File: config.mk
export PLATFORM = sky130hd
export DESIGN_NAME = rll27_decoder
export DESIGN_NICKNAME = d
export VERILOG_FILES = /design/src/rtl/rll27_decoder.sv
export SDC_FILE = /design/constraint.sdc
export NUM_CORES = 1
export LEC_CHECK = 0
export CAP_MARGIN = 30
export CELL_PAD_IN_SITES_DETAIL_PLACEMENT = 1
export CELL_PAD_IN_SITES_GLOBAL_PLACEMENT = 2
export CORE_ASPECT_RATIO = 1.75
export CORE_MARGIN = 2
export CORE_UTILIZATION = 37
export CTS_BUF_LIST = sky130_fd_sc_hd__clkbuf_4 sky130_fd_sc_hd__clkbuf_8
export DETAILED_ROUTE_END_ITERATION = 7
export MAX_ROUTING_LAYER = met4
export PLACE_DENSITY_LB_ADDON = 0.12
export SETUP_SLACK_MARGIN = 0.5
export SLEW_MARGIN = 10
export SYNTH_ARGS = -nofsm -noshare
export SYNTH_HDL_FRONTEND = slang
export SYNTH_SLANG_ARGS = --single-unit
File: constraint.sdc
create_clock -name clk_i -period 3.4 [get_ports clk_i]
set_input_delay 0.68 -clock clk_i [delete_from_list [all_inputs] [get_ports clk_i]]
set_output_delay 0.68 -clock clk_i [all_outputs]
set_load 0.1 [all_outputs]
File: src/rtl/rll27_decoder.sv
// RLL(2,7) receive decoder: NRZI line level -> channel bits -> variable-length data words with code and run-length error flags.
// Output pulses are registered one clock after the strobed edge; line_vld_i low freezes all state (no backpressure).
module rll27_decoder #(
  parameter int WCNT_W = 16
) (
  input  logic              clk_i,
  input  logic              ari,
  input  logic              line_i,
  input  logic              line_vld_i,
  output logic [3:0]        data_o,
  output logic [2:0]        len_o,
  output logic              valid_o,
  output logic              code_err_o,
  output logic              rll_err_o,
  output logic [WCNT_W-1:0] word_cnt_o
);

  logic       prev_level;
  logic [7:0] sh_q;
  logic [3:0] cnt_q;
  logic [3:0] zrun_q;
  logic       armed_q;

  logic       c;
  logic [7:0] sh_nxt;
  logic [3:0] cnt_nxt;
  logic       hit;
  logic       miss;
  logic [3:0] dec_dat;
  logic [2:0] dec_len;
  logic [3:0] zrun_nxt;
  logic       rll_hit;

  // Codeword parsing; the code is prefix-free so each length is checked independently.
  always_comb begin
    c       = line_i ^ prev_level;
    sh_nxt  = {sh_q[6:0], c};
    cnt_nxt = cnt_q + 4'd1;
    hit     = 1'b0;
    dec_dat = 4'd0;
    dec_len = 3'd0;
    case (cnt_nxt)
      4'd4: begin
        if (sh_nxt[3:0] == 4'b0100) begin
          hit = 1'b1; dec_dat = 4'b0010; dec_len = 3'd2;
        end else if (sh_nxt[3:0] == 4'b1000) begin
          hit = 1'b1; dec_dat = 4'b0011; dec_len = 3'd2;
        end
      end
      4'd6: begin
        if (sh_nxt[5:0] == 6'b000100) begin
          hit = 1'b1; dec_dat = 4'b0000; dec_len = 3'd3;
        end else if (sh_nxt[5:0] == 6'b100100) begin
          hit = 1'b1; dec_dat = 4'b0010; dec_len = 3'd3;
        end else if (sh_nxt[5:0] == 6'b001000) begin
          hit = 1'b1; dec_dat = 4'b0011; dec_len = 3'd3;
        end
      end
      4'd8: begin
        if (sh_nxt == 8'b00100100) begin
          hit = 1'b1; dec_dat = 4'b0010; dec_len = 3'd4;
        end else if (sh_nxt == 8'b00001000) begin
          hit = 1'b1; dec_dat = 4'b0011; dec_len = 3'd4;
        end
      end
      default: ;
    endcase
    miss = (cnt_nxt == 4'd8) && !hit;
  end

  // Run-length check: zero-run saturates at 8 so the k violation fires exactly once per run.
  always_comb begin
    zrun_nxt = zrun_q;
    rll_hit  = 1'b0;
    if (c) begin
      zrun_nxt = 4'd0;
      rll_hit  = armed_q && (zrun_q < 4'd2);
    end else begin
      zrun_nxt = (zrun_q == 4'd8) ? 4'd8 : zrun_q + 4'd1;
      rll_hit  = armed_q && (zrun_q == 4'd7);
    end
  end

  always_ff @(posedge clk_i or negedge ari) begin
    if (!ari) begin
      prev_level <= 1'b0;
      sh_q       <= 8'd0;
      cnt_q      <= 4'd0;
      zrun_q     <= 4'd0;
      armed_q    <= 1'b0;
      data_o     <= 4'd0;
      len_o      <= 3'd0;
      valid_o    <= 1'b0;
      code_err_o <= 1'b0;
      rll_err_o  <= 1'b0;
      word_cnt_o <= '0;
    end else begin
      valid_o    <= line_vld_i && hit;
      code_err_o <= line_vld_i && miss;
      rll_err_o  <= line_vld_i && rll_hit;
      if (line_vld_i) begin
        prev_level <= line_i;
        zrun_q     <= zrun_nxt;
        if (c) armed_q <= 1'b1;
        if (hit || miss) begin
          sh_q  <= 8'd0;
          cnt_q <= 4'd0;
        end else begin
          sh_q  <= sh_nxt;
          cnt_q <= cnt_nxt;
        end
        if (hit) begin
          data_o     <= dec_dat;
          len_o      <= dec_len;
          word_cnt_o <= word_cnt_o + WCNT_W'(1);
        end
      end
    end
  end

endmodule
==> flow_summary_export.csv <==
group,metric,value,unit
logic_synthesis,synthMuxAreaShare,2.57,%
grt,grt_antenna_before_repair,0,
grt,grtUsageTotal,18.9,%
cts,h-tree-depth,2,
detailed_routing,wl,5440,um
critical_path,r2r-start,"cnt_q[0]",
grt,grt_pass1_wl,8700,um
grt,grt_use_met1,18.6,%
logic_synthesis,synth_fa_ha_area_share,3.51,%
place,gp_congestion,0.803,
critical_path,arrival,2870,ps
power_and_ir_drop,power.leakage,1.20,nW
place,placed_cells,294,
logic_synthesis,synthDistinctLibCells,47,
timing,relSlewSlack,34.8,%
grt,grt_max_degree,42,
logic_synthesis,syn_area_per_cell,10.9,um2
timing,finalSetupViolations,0,
cts,cts_buffer_depth,2,
grt,grt_pass1_vias,1756,
detailed_routing,drtPass1Iterations,4,
detailed_routing,drc,0,
timing,fin_crit_sh,78.7,%
logic_synthesis,synth_top_family_by_area,"compound AO/OA/AOI/OAI gates",
cts,cts_tree,"yes",
critical_path,crit_start,"cnt_q[0]",
cts,post_cts_buffers,0,
critical_path,worstPathMaxFanout,19,
logic_synthesis,yosys.area_share.simple,14.0,%
detailed_routing,via_count,1664,
critical_path,crit_path_end_kind,"flip-flop",
power_and_ir_drop,irDropWorstVdd,0.378,mV
timing,maxSlewViolCount,0,
logic_synthesis,netlist_instances,196,
floorplanning,dieWidth,61.5,um
logic_synthesis,synth-xor-area-share,7.31,%
finish,nNetsFinal,236,
timing,fin_skew,10.7,ps
detailed_routing,routedWlPerCell,18.0,um
cts,clk_pin_slew,90,ps
logic_synthesis,ys.flop_type,"dfrtp_1",
critical_path,path_class,"flip-flop to flip-flop",
status,status,"complete, no violations",
logic_synthesis,syn_area,2140,um2
floorplanning,fp.dieArea,6430,um2
floorplanning,die_y,105,um
cts,postCtsResizedCells,0,
finish,syn_to_final_growth,18.6,%
grt,overflow,0,
logic_synthesis,synth_seq_cells,41,
min_path,hold_path.class,"input pin to asynchronous set/reset pin",
timing,hold_viol,0,
logic_synthesis,async_reset_ff_share,100,%
cts,hold_buffers,0,
critical_path,critical_path_required,3590,ps
place,hpwl,4020,um
detailed_routing,viasPerCell,5.49,
critical_path,startpoint_type,"flip-flop",
power_and_ir_drop,p_total,1.75,mW
timing,rsz0062_at_grt,"false",
finish,layout-drive-gt1-share,24.7,%
logic_synthesis,synth-seq-area-share,48.0,%
cts,clk-insertion-delay-late,300,ps
place,port_buffers,27,
detailed_routing,first_iter_violations,70,
floorplanning,rows,36,
grt,use_met3,3.96,%
logic_synthesis,synth-compound-area-share,19.6,%
cts,cts_buffers,5,
timing,tightest_slew,975,ps
logic_synthesis,yosysWarnings,0,
logic_synthesis,synth-edff-count,0,
floorplanning,initial_core_util,38.3,%
finish,final_cells,303,
detailed_routing,final_antenna_net_count,0,
critical_path,r2r_slack,720,ps
floorplanning,ios,30,
floorplanning,core_area,5590,um2
job,cap_violations,0,
timing,min_period,2680,ps
cts,root_buffer,"clkbuf_8",
grt,top_usage_layer,"met2",
finish,diodes,0,
power_and_ir_drop,cellPowerDensity,690,nW/um2
timing,setup_tns,0,ps
timing,fmax,0.374,GHz
cts,clock_sinks,41,
grt,met2_usage,32.9,%
routing by layer:
metal / up-vias / wire length [um]
li1: 768 / -
met1: 852 / 1950
met2: 32 / 3140
met3: 12 / 156
met4: 0 / 191
met5: - / 0
critical path, stage by stage (launching register included):
cell and delay (ps):
dfrtp_1 500, ha_1 350, inv_1 110, o32a_4 400, or4_4 580, a21oi_4 260
mux2_2 370
layout by cell type (no fill, tap or decap), types with 6 or more instances in the layout:
master / netlist / final
inv_1: 9 / 9
a22o_1: 7 / 7
dfrtp_1: 41 / 41
a21oi_1: 6 / 6
o21ai_0: 13 / 13
nand2_1: 11 / 11
nand3_1: 10 / 10
nand4_1: 6 / 6
buf_4: 3 / 27
nor2_1: 7 / 7
clkbuf_8: 0 / 7
xor2_1: 16 / 16
ha_1: 6 / 6
final timing paths:
kind | endpoint | cells after the start
worst min-delay path | word_cnt_o[11] | 1
worst max register to register | word_cnt_o[1] | 6
worst max-delay path | word_cnt_o[1] | 6
min in group clk_i | armed_q | 1
worst min register to register | armed_q | 1
max in group asynchronous | sh_q[3] | 2
final cells by class:
type | instances | area [um2]
Clock buffer | 7 | 96.3
Fill cell | 655 | 3050
Timing Repair Buffer | 33 | 268
Clock inverter | 1 | 5.00
Sequential cell | 41 | 1030
Tap cell | 76 | 95.1
Inverter | 9 | 33.8
Multi-Input combinational cell | 136 | 1010
where the power goes:
group / leakage [nW] / internal [mW] / switching [mW]
Clock: 0.0542 / 0.184 / 0.174
Sequential: 0.537 / 0.577 / 0.110
Combinational: 0.612 / 0.206 / 0.500
through the flow:
stage | cell area (um2) | hold WS, ps | worst slack, ps | util, %
final | 2540 | 196 | 724 | 45.4
after global routing | 2540 | 185 | 629 | 45.4
after floorplan | 2140 | 384 | 989 | -
after CTS | 2520 | 475 | 680 | 45.1
after global placement | 2420 | 444 | 550 | 43.3
after detailed placement | 2420 | 458 | 482 | 43.3
synthesized netlist by cell type (6+ instances only):
master,n,share of area [%]
dfrtp_1,41,48
nand2_1,11,1.9
nor2_1,7,1.2
a21oi_1,6,1.4
a22o_1,7,2.9
nand3_1,10,2.3
xor2_1,16,6.5
nand4_1,6,1.8
inv_1,9,1.6
o21ai_0,13,3.0
ha_1,6,3.5
flip-flops by register name, summed over array words and instances (netlist names):
| signal | flops |
|---|---|
| word_cnt_o | 16 |
| sh_q | 7 |
| cnt_q | 4 |
| zrun_q | 4 |
| len_o | 3 |
| data_o | 2 |
| armed_q | 1 |
| code_err_o | 1 |
| prev_level | 1 |
| rll_err_o | 1 |
| valid_o | 1 |
logic make-up (layout without fill, tap and decap cells):
| group | Yosys count | in the layout |
|---|---|---|
| other cells | 1 | 2 |
| flops | 41 | 41 |
| compound gates | 53 | 53 |
| xor+xnor | 17 | 17 |
| fa+ha+maj | 6 | 6 |
| mux | 5 | 5 |
| buf+inv | 20 | 50 |
| simple gates | 53 | 53 |
Note: power is estimated with default switching activity, not from simulation.
